===== src/rtl/pipe_adder_pkg.sv =====
// Shared constants and helpers for the pipelined adder/subtractor family.
package pipe_adder_pkg;

    localparam int DEFAULT_WIDTH  = 32;
    localparam int DEFAULT_STAGES = 4;

    // Operation select encoding for the sub input.
    localparam logic MODE_ADD = 1'b0;
    localparam logic MODE_SUB = 1'b1;

    // Width of the operand slice resolved by each pipeline stage.
    function automatic int SLICE_W(input int width, input int stages);
        return width / stages;
    endfunction

endpackage


===== src/rtl/pipe_add_slice.sv =====
// One pipeline stage of the adder: a C-bit adder whose sum, carry-out,
// overflow and valid bit are registered. en_i is the global hold enable;
// while it is low every register keeps its value.
module pipe_add_slice #(
    parameter int C = 8
) (
    input  logic         clk,
    input  logic         rst_n,
    input  logic         en_i,
    input  logic         vld_i,
    input  logic [C-1:0] a_i,
    input  logic [C-1:0] b_i,
    input  logic         c_i,
    output logic         vld_o,
    output logic [C-1:0] sum_o,
    output logic         c_o,
    output logic         ov_o
);

    logic [C:0] full_d;
    logic       cmsb_d;
    logic       vld_q;
    logic [C-1:0] sum_q;
    logic       c_q;
    logic       ov_q;

    // Slice sum with carry out; the carry into the slice MSB is recovered
    // from the MSB sum bit so overflow is available for the top slice.
    always_comb begin
        full_d = {1'b0, a_i} + {1'b0, b_i} + {{C{1'b0}}, c_i};
        cmsb_d = a_i[C-1] ^ b_i[C-1] ^ full_d[C-1];
    end

    // Stage registers: cleared by reset, held while the pipe is stalled.
    always_ff @(posedge clk or negedge rst_n) begin
        if (!rst_n) begin
            vld_q <= 1'b0;
            sum_q <= '0;
            c_q   <= 1'b0;
            ov_q  <= 1'b0;
        end else if (en_i) begin
            vld_q <= vld_i;
            sum_q <= full_d[C-1:0];
            c_q   <= full_d[C];
            ov_q  <= cmsb_d ^ full_d[C];
        end
    end

    assign vld_o = vld_q;
    assign sum_o = sum_q;
    assign c_o   = c_q;
    assign ov_o  = ov_q;

endmodule


===== src/rtl/pipe_addsub.sv =====
// Parametrised valid/ready pipelined adder/subtractor.
// Operands are cut into STAGES slices of WIDTH/STAGES bits; stage k adds
// slice k and hands a registered carry to stage k+1. Upper operand slices
// ride in skew registers until their stage, and finished low result slices
// ride in the same registers (shifted in from the top) so s emerges whole.
//
// Handshake: a beat is accepted when in_valid & in_ready; a result is
// consumed when out_valid & out_ready. The pipe stalls globally whenever a
// result is presented but not consumed: every register (data and valid)
// holds, so outputs stay stable and in_ready is low for that cycle.
//
// Optional feature: define PIPE_ADDSUB_SAT_EN to saturate s to the signed
// max/min on overflow (no extra latency; co and ov are unaffected).
module pipe_addsub
    import pipe_adder_pkg::*;
#(
    parameter int WIDTH  = DEFAULT_WIDTH,
    parameter int STAGES = DEFAULT_STAGES
) (
    input  logic             clk,
    input  logic             rst_n,
    input  logic             in_valid,
    output logic             in_ready,
    input  logic [WIDTH-1:0] a,
    input  logic [WIDTH-1:0] b,
    input  logic             ci,
    input  logic             sub,
    output logic             out_valid,
    input  logic             out_ready,
    output logic [WIDTH-1:0] s,
    output logic             co,
    output logic             ov
);

    localparam int C = SLICE_W(WIDTH, STAGES);

    if (WIDTH % STAGES != 0) begin : g_bad_cfg
        $error("pipe_addsub: WIDTH must be a multiple of STAGES");
    end

    logic             adv;
    logic             vld_w [STAGES];
    logic [C-1:0]     sum_w [STAGES];
    logic             cy_w  [STAGES];
    logic             ov_w  [STAGES];
    logic [WIDTH-1:0] w_in  [STAGES];
    logic [WIDTH-1:0] w_d   [STAGES];
    logic [WIDTH-1:0] w_q   [STAGES];
    logic [WIDTH-1:0] w_out [STAGES];
    logic [WIDTH-1:0] b_in  [STAGES];
    logic [WIDTH-1:0] b_d   [STAGES];
    logic [WIDTH-1:0] b_q   [STAGES];
    logic [WIDTH-1:0] s_raw;

    // Global stall: the whole pipe advances only when the output is free.
    always_comb begin
        adv      = ~(out_valid & ~out_ready);
        in_ready = adv;
    end

    // Stage inputs: stage 0 sees the raw operands (b pre-inverted for
    // subtract), later stages see the previous stage's skew words.
    always_comb begin
        w_in[0] = a;
        b_in[0] = (sub == MODE_SUB) ? ~b : b;
        for (int k = 1; k < STAGES; k++) begin
            w_in[k] = w_out[k-1];
            b_in[k] = b_q[k-1];
        end
    end

    // Skew next-state drops the consumed slice; a stage's visible word
    // places its freshly registered sum slice in the vacated top bits.
    always_comb begin
        for (int k = 0; k < STAGES; k++) begin
            w_d[k]   = w_in[k] >> C;
            b_d[k]   = b_in[k] >> C;
            w_out[k] = w_q[k] | (WIDTH'(sum_w[k]) << (WIDTH - C));
        end
    end

    // Skew/deskew registers, held together with the slices on a stall.
    always_ff @(posedge clk or negedge rst_n) begin
        if (!rst_n) begin
            for (int k = 0; k < STAGES; k++) begin
                w_q[k] <= '0;
                b_q[k] <= '0;
            end
        end else if (adv) begin
            for (int k = 0; k < STAGES; k++) begin
                w_q[k] <= w_d[k];
                b_q[k] <= b_d[k];
            end
        end
    end

    for (genvar k = 0; k < STAGES; k++) begin : g_stage
        logic vld_in;
        logic cy_in;
        if (k == 0) begin : g_first
            // Subtract is a + ~b + ~ci, so the borrow-in is inverted here.
            assign vld_in = in_valid;
            assign cy_in  = ci ^ (sub == MODE_SUB);
        end else begin : g_rest
            assign vld_in = vld_w[k-1];
            assign cy_in  = cy_w[k-1];
        end
        pipe_add_slice #(.C(C)) u_slice (
            .clk   (clk),
            .rst_n (rst_n),
            .en_i  (adv),
            .vld_i (vld_in),
            .a_i   (w_in[k][C-1:0]),
            .b_i   (b_in[k][C-1:0]),
            .c_i   (cy_in),
            .vld_o (vld_w[k]),
            .sum_o (sum_w[k]),
            .c_o   (cy_w[k]),
            .ov_o  (ov_w[k])
        );
    end

    assign s_raw     = w_out[STAGES-1];
    assign out_valid = vld_w[STAGES-1];
    assign co        = cy_w[STAGES-1];
    assign ov        = ov_w[STAGES-1];

`ifdef PIPE_ADDSUB_SAT_EN
    localparam logic [WIDTH-1:0] SMAX = {1'b0, {(WIDTH-1){1'b1}}};
    localparam logic [WIDTH-1:0] SMIN = {1'b1, {(WIDTH-1){1'b0}}};

    // Saturating output mux. On overflow the wrapped sign is the inverse of
    // a's sign, so a positive a (wrapped MSB 1) clamps to max, else to min.
    always_comb begin
        s = s_raw;
        if (ov) begin
            s = s_raw[WIDTH-1] ? SMAX : SMIN;
        end
    end
`else
    assign s = s_raw;
`endif

endmodule

===== config.mk =====
export PLATFORM = sky130hd
export DESIGN_NAME = pipe_addsub
export DESIGN_NICKNAME = d
export VERILOG_FILES = /design/src/rtl/pipe_adder_pkg.sv /design/src/rtl/pipe_add_slice.sv /design/src/rtl/pipe_addsub.sv
export SDC_FILE = /design/constraint.sdc
export NUM_CORES = 1
export LEC_CHECK = 0
export ABC_AREA = 0
export BUFFER_PORTS_ARGS = -buffer_cell sky130_fd_sc_hd__buf_2
export CAP_MARGIN = 30
export CORE_MARGIN = 3
export CORE_UTILIZATION = 50
export CTS_CLUSTER_SIZE = 25
export DETAILED_ROUTE_END_ITERATION = 7
export GPL_ROUTABILITY_DRIVEN = 1
export PLACE_DENSITY = 0.7
export REMOVE_ABC_BUFFERS = 1
export SKIP_CTS_REPAIR_TIMING = 1
export SLEW_MARGIN = 10
export SYNTH_ARGS = -nofsm -noshare
export SYNTH_HDL_FRONTEND = slang
export SYNTH_SLANG_ARGS = --single-unit

===== constraint.sdc =====
create_clock -name clk -period 6 [get_ports clk]
set_input_delay 1.2 -clock clk [delete_from_list [all_inputs] [get_ports clk]]
set_output_delay 1.2 -clock clk [all_outputs]
set_load 0.01 [all_outputs]

==> results.ini <==
[placed_design]
port_buffers=105
place.gp.congestion=0.8009
dpl-instance-area_mm2=0.009011
dp_cells=1196
dp_hpwl_um=10080

[worst_setup_path]
cp.buffers_inverters=3
cp_common_cell=buf_2
cp.arrival_ns=2.15
cp-end-kind=output pin
critPathKind=input pin to output pin
slowest_stage=inv_6
critPathMaxStageDelay_ns=0.51
worst-path-max-fanout=99
cp_data_required_time_ns=4.80
start_kind=input pin
cp_cell_sequence=buf_2 -> nor2b_4 -> inv_6 -> buf_2
critPathTopFamily=buffers and inverters

[cts]
path_clk_slew_ns=0.06
cts-root-buf=clkbuf_16
cts_buffer_depth=2
clock_sinks=185
cts_tree=built
htreeDepth=4
insertion_delay_ns=0.42
cts_made_buffers=17

[job]
drv_cap=0

[route]
wire_per_inst_um=12.43
wl_um=15260
drt_pass1_iterations=4
num_vias=5916
drc=0
viasPerCell=4.818
drt_iter0_drc=314
ant_nets=0

[cells_and_area]
area_delta_synth_final_pct=14.94
instances_no_fill=1228
diodes=0
final_area_mm2=0.009579
register_area_mm2=0.004629
nets=1105
num-fill-cells=1433
multi_input_area_mm2=0.003447
drive_above_1_share_pct=15.42

[global_routing]
grt_pass1_wl_um=26630
antenna_found_initial=0
grt_use_total_pct=18.08
grt_max_degree=100
grt_overflow_total=0
grt_pass1_vias=5859

[timing]
finClkSkew_ns=0.006214
tightest_slew_ns=0.8250
setup_viol=0
hold_violations=0
drv_slew=0
period_share_pct=55.80
period_minus_slack_ns=3.348
max_freq_mhz=298.7
slew_headroom_pct=45.00
rsz0062_at_grt=false

[yosys]
async_flop_share_pct=100.0
synth_cell_types=35
syn_area_mm2=0.008334
synth-edff-count=0
synth-xor-area-share_pct=5.780
synth.avg_cell_area_um2=9.138
yosys.area_share.simple_pct=21.95
ys.flop_type=dfrtp_1
synthAdderAreaFrac_pct=6.125
synth-seq-cells=185
yosysWarnings=0
netlist_instances=912
seq_area_frac_synth_pct=55.55
synth_top_family_by_area=simple AND/OR/NAND/NOR gates
synth.area.mux_share_pct=0.1351
synth-compound-area-share_pct=7.371

[floorplanning]
die_x_um=135.1
ios=106
row_count=46
die_h_um=135.1
start_util_pct=51.72
core_mm2=0.01612
fp.dieArea_mm2=0.01825

[pwr]
p_leak_nw=4.936
p_per_area_mw_per_mm2=523.2
ir_drop_uv=227.6

[run_status]
outcome=finished, final reports clean

[min_path]
hp-class=flop to flop

[registers in the layout (all words and copies together) (netlist names)]
name,cells
w_q,96
g_stage.u_slice.sum_o,32
b_d,24
b_in,24
g_stage.u_slice.c_o,4
g_stage.u_slice.vld_o,4
g_stage.u_slice.ov_o,1
[stage by stage]
stage | hold WS (ns) | setup slack [ns] | total power (W) | TNS [ns] | util (%)
after floorplan | 0.4300 | -0.1964 | 0.003470 | -0.1964 | -
after global placement | 0.4423 | 1.878 | 0.003911 | 0 | 55.79
after detailed placement | 0.4474 | 2.494 | 0.003997 | 0 | 55.92
after CTS | 0.4651 | 2.639 | 0.005083 | 0 | 59.44
after global routing | 0.4799 | 2.579 | 0.005471 | 0 | 59.44
final | 0.4599 | 2.652 | 0.005012 | 0 | 59.44
[synth_stat cells (8+ instances only)]
cell type,instances,area share [%]
ha_1,28,4.2
clkbuf_1,17,0.77
inv_1,15,0.68
dfrtp_1,185,56
nor2_1,30,1.4
xnor2_1,36,3.8
buf_2,26,1.6
o21ai_1,16,0.96
fa_1,8,1.9
xor2_1,19,2.0
a21oi_1,20,1.2
nand2_1,423,19
o21ai_0,33,2.0
[logic make-up (layout without fill, tap and decap cells)]
kind of cell / count (synthesis) / count (layout)
adder cells (fa/ha/maj): 36 / 36
buffers and inverters: 60 / 160
flip-flops: 185 / 185
AND/OR/NAND/NOR: 473 / 473
AO/OA/AOI/OAI: 102 / 102
XOR/XNOR: 55 / 55
multiplexers: 1 / 1
[layout make-up]
cell class / count / area share, %
Clock buffer: 22 / 4.950
Clock inverter: 10 / 0.9796
Tap cell: 216 / 2.821
Inverter: 16 / 0.6792
Multi-Input combinational cell: 667 / 35.98
Sequential cell: 185 / 48.33
Timing Repair Buffer: 112 / 6.257
[cells in the final DEF, fill, tap and decap left out, types with 8 or more instances in the layout]
master,instances
xnor2_1,36
a21oi_1,20
buf_2,104
ha_1,28
fa_1,8
o21ai_1,16
clkbuf_16,17
xor2_1,19
inv_1,15
nand2_1,423
nor2_1,30
o21ai_0,33
dfrtp_1,185
[metal layers]
metal | vias up | GRT usage (%) | routed length (um)
li1 | 3053 | - | -
met1 | 2761 | 23.14 | 7087
met2 | 83 | 30.45 | 7441
met3 | 19 | 3.912 | 441
met4 | 0 | 6.607 | 292
met5 | - | 0 | 0
[worst paths after layout]
path | from | endpoint | slack, ns | cells after the start
worst max register to register | b_in[32]$_DFFE_PN0N_ | g_stage[2].u_slice.c_o$_DFFE_PN0N_ | 3.65 | 8
worst max-delay path | out_ready | in_ready | 2.65 | 4
worst min register to register | g_stage[2].u_slice.vld_o$_DFFE_PN0N_ | g_stage[3].u_slice.vld_o$_DFFE_PN0N_ | 0.46 | 1
max in group asynchronous | rst_n | w_q[107]$_DFFE_PN0N_ | 4.06 | 2
min in group asynchronous | rst_n | g_stage[3].u_slice.sum_o[1]$_DFFE_PN0N_ | 0.86 | 1
worst min-delay path | g_stage[2].u_slice.vld_o$_DFFE_PN0N_ | g_stage[3].u_slice.vld_o$_DFFE_PN0N_ | 0.46 | 1
[power breakdown]
part           internal [W]  switching, W
Clock              0.000605      0.000458
Combinational      0.000778       0.00106
Sequential          0.00181      0.000306
Total               0.00319       0.00182
(Power assumes the default switching activity.)
